<file path="src/rtl/alu_ctrl_pkg.sv">
// ALU control codes and the sharing-arbiter state encoding.
package alu_ctrl_pkg;

    localparam logic [5:0] ALU_ADD = 6'b100000;
    localparam logic [5:0] ALU_SUB = 6'b100010;
    localparam logic [5:0] ALU_MUL = 6'b011000;
    localparam logic [5:0] ALU_AND = 6'b100100;
    localparam logic [5:0] ALU_OR  = 6'b100101;
    localparam logic [5:0] ALU_NOR = 6'b100111;
    localparam logic [5:0] ALU_XOR = 6'b100110;
    localparam logic [5:0] ALU_SLL = 6'b000000;
    localparam logic [5:0] ALU_SRL = 6'b000010;
    localparam logic [5:0] ALU_SLT = 6'b101010;

    typedef enum logic [1:0] {
        ST_IDLE = 2'd0,
        ST_EXEC = 2'd1,
        ST_RESP = 2'd2
    } state_e;

endpackage

</file>
<file path="src/rtl/rr_arbiter2.sv">
// Two-input round-robin grant: a lone requester wins, a tie goes to
// whichever requester was not granted last.
module rr_arbiter2 (
    input  logic [1:0] valid_i,
    input  logic       last_i,
    output logic [1:0] grant_o
);

    always_comb begin
        grant_o = valid_i;
        if (&valid_i) grant_o = last_i ? 2'b01 : 2'b10;
    end

endmodule

</file>
<file path="src/rtl/alu_share_arbiter.sv">
// Shares one ALU between the EX operate path (req 0) and the branch/compare
// unit (req 1): round-robin accept, registered operands, tagged response.
module alu_share_arbiter
    import alu_ctrl_pkg::*;
#(
    parameter int MUL_CYCLES = 3,
    parameter int CTRL_W     = 6
) (
    input  logic              Clk,
    input  logic              Reset,
    input  logic              Req0Valid,
    output logic              Req0Ready,
    input  logic [CTRL_W-1:0] Req0Ctrl,
    input  logic [31:0]       Req0A,
    input  logic [31:0]       Req0B,
    input  logic              Req1Valid,
    output logic              Req1Ready,
    input  logic [CTRL_W-1:0] Req1Ctrl,
    input  logic [31:0]       Req1A,
    input  logic [31:0]       Req1B,
    output logic              RspValid,
    input  logic              RspReady,
    output logic              RspId,
    output logic [31:0]       RspResult,
    output logic              RspZero,
    output logic [CTRL_W-1:0] AluControl,
    output logic [31:0]       AluA,
    output logic [31:0]       AluB,
    input  logic [31:0]       AluResult,
    input  logic              AluZero
);

    // A zero multiply latency is clamped so the counter always has a cycle to run.
    localparam int MC    = (MUL_CYCLES < 1) ? 1 : MUL_CYCLES;
    localparam int CNT_W = $clog2(MC + 1);
    localparam logic [CTRL_W-1:0] MUL_CODE = CTRL_W'(ALU_MUL);

    state_e            state_q, state_d;
    logic [1:0]        grant;
    logic              accept, sel, done;
    logic [CTRL_W-1:0] sel_ctrl;
    logic [CTRL_W-1:0] ctrl_q, ctrl_d;
    logic [31:0]       a_q, a_d, b_q, b_d;
    logic [31:0]       res_q, res_d;
    logic              zero_q, zero_d, id_q, id_d;
    logic              tag_q, tag_d, last_q, last_d;
    logic [CNT_W-1:0]  cnt_q, cnt_d;

    rr_arbiter2 u_rr (
        .valid_i ({Req1Valid, Req0Valid}),
        .last_i  (last_q),
        .grant_o (grant)
    );

    assign sel      = grant[1];
    assign sel_ctrl = sel ? Req1Ctrl : Req0Ctrl;
    assign accept   = (state_q == ST_IDLE) && (|grant);
    assign done     = (state_q == ST_EXEC) && (cnt_q == CNT_W'(1));

    always_ff @(posedge Clk or negedge Reset) begin
        if (!Reset) state_q <= ST_IDLE;
        else        state_q <= state_d;
    end

    always_comb begin
        state_d = state_q;
        unique case (state_q)
            ST_IDLE: if (|grant)   state_d = ST_EXEC;
            ST_EXEC: if (done)     state_d = ST_RESP;
            ST_RESP: if (RspReady) state_d = ST_IDLE;
            default:               state_d = ST_IDLE;
        endcase
    end

    // Ready is also masked by reset so nothing looks accepted while held in reset.
    always_comb begin
        Req0Ready = 1'b0;
        Req1Ready = 1'b0;
        RspValid  = (state_q == ST_RESP);
        if (state_q == ST_IDLE && Reset) begin
            Req0Ready = grant[0];
            Req1Ready = grant[1];
        end
    end

    always_comb begin
        ctrl_d = ctrl_q;
        a_d    = a_q;
        b_d    = b_q;
        tag_d  = tag_q;
        last_d = last_q;
        cnt_d  = cnt_q;
        res_d  = res_q;
        zero_d = zero_q;
        id_d   = id_q;
        if (accept) begin
            ctrl_d = sel_ctrl;
            a_d    = sel ? Req1A : Req0A;
            b_d    = sel ? Req1B : Req0B;
            tag_d  = sel;
            last_d = sel;
            cnt_d  = (sel_ctrl == MUL_CODE) ? CNT_W'(MC) : CNT_W'(1);
        end else if (done) begin
            res_d  = AluResult;
            zero_d = AluZero;
            id_d   = tag_q;
        end else if (state_q == ST_EXEC) begin
            cnt_d  = cnt_q - CNT_W'(1);
        end
    end

    always_ff @(posedge Clk or negedge Reset) begin
        if (!Reset) begin
            ctrl_q <= '0;
            a_q    <= '0;
            b_q    <= '0;
            tag_q  <= 1'b0;
            last_q <= 1'b1;
            cnt_q  <= '0;
            res_q  <= '0;
            zero_q <= 1'b0;
            id_q   <= 1'b0;
        end else begin
            ctrl_q <= ctrl_d;
            a_q    <= a_d;
            b_q    <= b_d;
            tag_q  <= tag_d;
            last_q <= last_d;
            cnt_q  <= cnt_d;
            res_q  <= res_d;
            zero_q <= zero_d;
            id_q   <= id_d;
        end
    end

    // The ALU keeps seeing the last operands after the op completes.
    assign AluControl = ctrl_q;
    assign AluA       = a_q;
    assign AluB       = b_q;
    assign RspResult  = res_q;
    assign RspZero    = zero_q;
    assign RspId      = id_q;

endmodule

</file>
<file path="config.mk">
export PLATFORM = sky130hd
export DESIGN_NAME = alu_share_arbiter
export DESIGN_NICKNAME = d
export VERILOG_FILES = /design/src/rtl/alu_ctrl_pkg.sv /design/src/rtl/rr_arbiter2.sv /design/src/rtl/alu_share_arbiter.sv
export SDC_FILE = /design/constraint.sdc
export NUM_CORES = 1
export LEC_CHECK = 0
export ABC_AREA = 1
export BUFFER_PORTS_ARGS = -buffer_cell sky130_fd_sc_hd__buf_2
export CORE_MARGIN = 5
export CORE_UTILIZATION = 45
export CTS_BUF_LIST = sky130_fd_sc_hd__clkbuf_8
export CTS_CLUSTER_DIAMETER = 100
export DETAILED_ROUTE_END_ITERATION = 7
export GPL_ROUTABILITY_DRIVEN = 0
export PLACE_DENSITY = 0.87
export SETUP_SLACK_MARGIN = 0.05
export SYNTH_ARGS = -nofsm -noshare
export SYNTH_HDL_FRONTEND = slang
export SYNTH_SLANG_ARGS = --single-unit
</file>
<file path="constraint.sdc">
create_clock -name Clk -period 2.84 [get_ports Clk]
set_input_delay 0.142 -clock Clk [delete_from_list [all_inputs] [get_ports Clk]]
set_output_delay 0.142 -clock Clk [all_outputs]
set_load 0.01 [all_outputs]
</file>
==> flow_metrics.env, run 1 <==
export IMPL_nNetsFinal=993
export IMPL_min_to="AluB[15]"
export IMPL_first_pass_iters=4
export IMPL_synth_edf_count=0
export IMPL_grt_max_degree=63
export IMPL_initial_core_util_pct=46.29
export IMPL_slew_headroom_pct=33.38
export IMPL_grt_antenna_before_repair=0
export IMPL_endpoint_kind="output port"
export IMPL_synth_warnings=0
export IMPL_htree_levels=3
export IMPL_finalWorstSetupSlack_ns=0.5232
export IMPL_setup_viol=0
export IMPL_clk_path_buf_depth=2
export IMPL_hp_class="in2reg"
export IMPL_grt_setup_unrepaired="false"
export IMPL_grt_overflow=0
export IMPL_tightest_slew_ns=0.9957
export IMPL_die_width_um=115.8
export IMPL_synth_cells=512
export IMPL_synth_seq_cells=110
export IMPL_antenna_cells=0
export IMPL_die_y_um=115.8
export IMPL_postSynthAreaPerCell_um2=9.843
export IMPL_synth_seq_area_share_pct=54.64
export IMPL_pre_cts_slack_ns=0.8038
export IMPL_async_reset_ff_share_pct=100.0
export IMPL_synth_cell_types=26
export IMPL_post_cts_resized=0
export IMPL_drc_errors=0
export IMPL_crit_reg2reg_launch="last_q"
export IMPL_hold_start="Req0B[15]"
export IMPL_core_area_um2=10890
export IMPL_final_area_um2=7068
export IMPL_r2r_slack_ns=0.79
export IMPL_path_max_fanout=34
export IMPL_slowest_delay_ns=0.57
export IMPL_wirelength_um=16140
export IMPL_rows=38
export IMPL_post_route_min_period_ns=2.317
export IMPL_critPathKind="reg2out"
export IMPL_final_layout_size_suffix_gt1_share_pct=43.10
export IMPL_clk_pin_slew_worst_paths_ns=0.11
export IMPL_synth_cell_area_um2=5040
export IMPL_finalHoldViolations=0
export IMPL_area_delta_synth_final_pct=40.24
export IMPL_fp_dieArea_um2=13420
export IMPL_clock_sinks=110
export IMPL_final_util_pct=64.92
export IMPL_hold_depth=3
export IMPL_rr_endpoint="AluA[1]"
export IMPL_cp_arrival_ns=2.17
export IMPL_crit_chain="nand2_4, nand2_2, buf_4, nor2_1, buf_2"
export IMPL_cts_root_buf="clkbuf_8"
export IMPL_post_dp_cell_area_um2=6485
export IMPL_fin_setup_tns_ns=0
export IMPL_numCtsBuffers=9
export IMPL_drtIter0Drc=439
export IMPL_cpMaxStageDelayCell="dfstp_2"
export IMPL_numPortBuffers=284
export IMPL_drv_cap=0
export IMPL_vdd_ir_drop_worst_v=0.0005408
export IMPL_grt_total_usage_pct=22.95
export IMPL_finalCritPeriodShare_pct=81.58
export IMPL_tritoncts="built"
export IMPL_drtAntennaViolNets=0
export IMPL_power_density_nw_per_um2=1060
export IMPL_status="complete, no violations"
export IMPL_grt_pass1_wl_um=24110
export IMPL_critical_path_startpoint_type="register"
export IMPL_drv_slew=0
export IMPL_insertion_delay_ns=0.38
export IMPL_via_per_inst=5.077
export IMPL_r2r_cells=7
export IMPL_wl_per_cell_um=16.83
export IMPL_required_ns=2.70
export IMPL_syn_nets=691
export IMPL_synth_ff_type="dfrtp_1"
export IMPL_leakagePower_nw=3.613
export IMPL_place_hpwl_um=11330
export IMPL_io_pins=285
export IMPL_postCtsSetupBuffers=0
export IMPL_fmax_ghz=0.4316
export IMPL_vias=4869
export IMPL_clock_skew_ns=0.02060
export IMPL_first_global_vias=4767
==> timing repair <==
item                                    CTS  global route
endpoints found under the setup margin    0             0
endpoints found under the hold margin   138             7
hold buffers                             30             7
==> how the worst max path moves through the flow <==
stage / from / to / slack, ns
floorplan: last_q / AluB[11] / 1.48
global placement: last_q / cnt_q[1] / 0.86
detailed placement: last_q / AluA[8] / 0.80
CTS: last_q / Req1Ready / 0.46
global route: last_q / Req1Ready / 0.34
finish: last_q / Req1Ready / 0.52
==> cells in the mapped netlist, drive strengths merged, types with 3 or more instances <==
master    n  area [um^2]
buf      32        226.5
nor2     74        282.8
a31oi    67        419.2
o21ai     8        40.04
nand2    90        352.8
mux2     33        473.0
nand3b    3        22.52
clkbuf    8        30.03
dfrtp   109         2728
inv      13        48.80
nand3    69        350.3
==> placed cells by master, fill, tap and decap left out, drive strengths merged, types with 8 or more instances in the layout <==
| master | netlist | routed |
|---|---|---|
| nand2 | 90 | 90 |
| o21ai | 8 | 8 |
| buf | 32 | 294 |
| inv | 13 | 17 |
| mux2 | 33 | 33 |
| dlygate4sd3 | 0 | 37 |
| nand3 | 69 | 69 |
| clkbuf | 8 | 9 |
| nor2 | 74 | 74 |
| dfrtp | 109 | 109 |
| a31oi | 67 | 67 |
==> area by class of cell <==
| type | instances | area [um^2] |
|---|---|---|
| Timing Repair Buffer | 331 | 1894 |
| Tap cell | 140 | 175.2 |
| Clock buffer | 9 | 123.9 |
| Clock inverter | 7 | 88.84 |
| Inverter | 13 | 51.30 |
| Fill cell | 900 | 3820 |
| Sequential cell | 110 | 2754 |
| Multi-Input combinational cell | 349 | 1981 |
==> stage by stage <==
stage	power, mW	std cells	hold slack (ns)
after floorplan	5.163	512	-0.1536
after global placement	6.335	906	0.3123
after detailed placement	6.479	906	0.3153
after CTS	7.518	952	0.001332
after global routing	8.072	959	0.002307
final	7.494	959	0.01281
==> power breakdown <==
part	total, mW	internal [mW]	switching (mW)
Combinational	3.63	1.66	1.97
Sequential	2.86	2.39	0.472
Clock	1.01	0.432	0.576
Total	7.49	4.48	3.01
==> critical path, delay by kind of cell, from the launching register on <==
kind	cells	cell delay [ns]
buf+inv	2	0.55
simple gates	3	0.68
flops	1	0.57
==> flip-flops by register name (all words and copies together) (netlist names) <==
register and flops:
AluB 32, AluA 32, AluControl 6, RspZero 1, tag_q 1, state_q 2
RspId 1, RspResult 32, cnt_q 2, last_q 1
==> kinds of logic after synthesis <==
group           Yosys count  synth area share (%)
flops                   110                 54.64
buf+inv                  53                 6.058
fa+ha+maj                 1                0.2482
compound gates           79                 9.657
simple gates            236                 20.01
mux                      33                 9.384
==> metal layers <==
metal | share of wire [%] | GRT usage [%] | wire (um) | vias to the layer above
met5 | 0 | 0 | 0 | -
met4 | 1.7 | 6.342 | 276 | 0
met2 | 50 | 39.82 | 8115 | 227
met1 | 38 | 28.05 | 6156 | 2261
met3 | 9.8 | 6.580 | 1589 | 22
li1 | - | - | - | 2359
No activity file was read; power rests on OpenSTA's default activity.
==> run 2, diff against run 1 <==
Settings changed: CORE_UTILIZATION 45 to 41, PLACE_DENSITY 0.87 to 0.84.
Clock period 2.84 ns to 2.05 ns, I/O delays scaled along.
==> flow_metrics.env, run 2 (synthesized netlist as in run 1, its figures left out) <==
export IMPL_drtIter0Drc=435
export IMPL_grt_pass1_wl_um=29660
export IMPL_grt_setup_unrepaired="false"
export IMPL_p_comb_share_pct=50.2
export IMPL_fmax_ghz=0.5467
export IMPL_numCtsBuffers=9
export IMPL_clock_skew_ns=0.01934
export IMPL_vdd_ir_drop_worst_v=0.0006468
export IMPL_min_to="AluA[14]"
export IMPL_grt_total_usage_pct=25.76
export IMPL_clk_path_buf_depth=2
export IMPL_critical_path_startpoint_type="register"
export IMPL_swShare_pct=40.63
export IMPL_drv_cap=0
export IMPL_rows=40
export IMPL_cp_arrival_ns=1.73
export IMPL_drv_slew=0
export IMPL_tritoncts="built"
export IMPL_nNetsFinal=1099
export IMPL_cts_root_buf="clkbuf_8"
export IMPL_clockPowerShare_pct=12.8
export IMPL_critPathKind="reg2out"
export IMPL_numPortBuffers=284
export IMPL_finalWorstSetupSlack_ns=0.2209
export IMPL_wirelength_um=19290
export IMPL_fin_setup_tns_ns=0
export IMPL_drtAntennaViolNets=0
export IMPL_hp_class="in2reg"
export IMPL_slew_headroom_pct=58.48
export IMPL_io_pins=285
export IMPL_hold_depth=3
export IMPL_hold_start="Req1A[14]"
export IMPL_clk_pin_slew_worst_paths_ns=0.12
export IMPL_final_layout_size_suffix_gt1_share_pct=38.27
export IMPL_layout_commonest_cell="buf_2"
export IMPL_final_util_pct=68.08
export IMPL_r2r_cells=9
export IMPL_required_ns=1.95
export IMPL_post_route_min_period_ns=1.829
export IMPL_fp_dieArea_um2=14610
export IMPL_final_cell_mix="buf_2 (283), dlygate4sd3_1 (142), dfrtp_1 (109)"
export IMPL_grt_max_degree=111
export IMPL_crit_reg2reg_launch="last_q"
export IMPL_vias=5586
export IMPL_insertion_delay_ns=0.37
export IMPL_tightest_slew_ns=0.6229
export IMPL_layout_cells_non_filler=1074
export IMPL_power_density_nw_per_um2=1305
export IMPL_initial_core_util_pct=41.96
export IMPL_setup_viol=0
export IMPL_dp_cells=914
export IMPL_endpoint_kind="output port"
export IMPL_pre_cts_slack_ns=0.1861
export IMPL_grt_antenna_before_repair=1
export IMPL_status="complete, no violations"
export IMPL_rr_endpoint="cnt_q[1]"
export IMPL_first_global_vias=5757
export IMPL_die_y_um=120.9
export IMPL_finalHoldViolations=0
export IMPL_die_width_um=120.9
export IMPL_via_per_inst=5.201
export IMPL_first_pass_iters=7
export IMPL_htree_levels=3
export IMPL_postCtsSetupBuffers=0
export IMPL_pwr_share_seq_pct=37.0
export IMPL_wl_per_cell_um=17.96
export IMPL_finalCritPeriodShare_pct=89.22
export IMPL_path_max_fanout=30
export IMPL_place_hpwl_um=11130
export IMPL_cellInternalPower_mw=6.336
export IMPL_leakagePower_nw=4.060
export IMPL_drc_errors=0
export IMPL_clock_sinks=110
export IMPL_core_area_um2=12010
export IMPL_r2r_slack_ns=0.26
export IMPL_switchingPower_mw=4.337
export IMPL_grt_overflow=0
export IMPL_report_power_total_mw=10.67
export IMPL_area_delta_synth_final_pct=62.26
run 2: layout make-up:
class | count | area, um^2
Antenna cell | 2 | 5.005
Timing Repair Buffer | 437 | 2985
Sequential cell | 110 | 2754
Inverter | 13 | 51.30
Clock buffer | 9 | 123.9
Tap cell | 147 | 183.9
Multi-Input combinational cell | 349 | 1994
Fill cell | 831 | 3834
Clock inverter | 7 | 80.08
run 2: power groups by stage:
stage | registers (mW) | logic, mW | clock network [mW]
2_1_floorplan | 4.41 | 2.75 | 0
3_3_place_gp | 3.89 | 4.94 | 0
3_5_place_dp | 3.94 | 5.04 | 0
4_1_cts | 3.91 | 5.24 | 1.38
5_1_grt | 4.07 | 5.83 | 1.47
6_report | 3.95 | 5.35 | 1.36
run 2: worst max path at each step:
stage / from / to / slack [ns] / depth (start not counted)
floorplan: last_q / AluB[11] / 0.69 / 7
global placement: last_q / cnt_q[1] / 0.23 / 8
detailed placement: last_q / cnt_q[1] / 0.19 / 8
CTS: last_q / Req1Ready / 0.09 / 5
global route: last_q / Req1Ready / 0.11 / 5
finish: last_q / Req1Ready / 0.22 / 5
run 2: worst max-delay path, stage by stage (launching register included):
cell     delay [ns]
dfstp_2        0.59
nand2_8        0.17
nand2_4        0.14
buf_6          0.23
nor2_1         0.07
buf_2          0.14
run 2: routing by layer:
metal / wire, um / vias up / global-route usage, %
li1: - / 2573 / -
met1: 7165 / 2565 / 29.08
met2: 9444 / 381 / 44.04
met3: 1913 / 67 / 7.972
met4: 762 / 0 / 12.68
met5: 0 / - / 0
run 2: stage by stage:
stage / hold WS (ns) / area [um^2]
2_1_floorplan: -0.1931 / 5040
6_report: 0.01182 / 8178
4_1_cts: 0.00008984 / 8145
3_5_place_dp: 0.2449 / 6526
3_3_place_gp: 0.2465 / 6526
5_1_grt: 0.008691 / 8175
run 2: what timing repair did:
action	CTS	global route
endpoints found under the hold margin	206	1
endpoints found under the setup margin	1	2
gates resized for setup	1	3
hold buffers	141	1
pin swaps	0	0
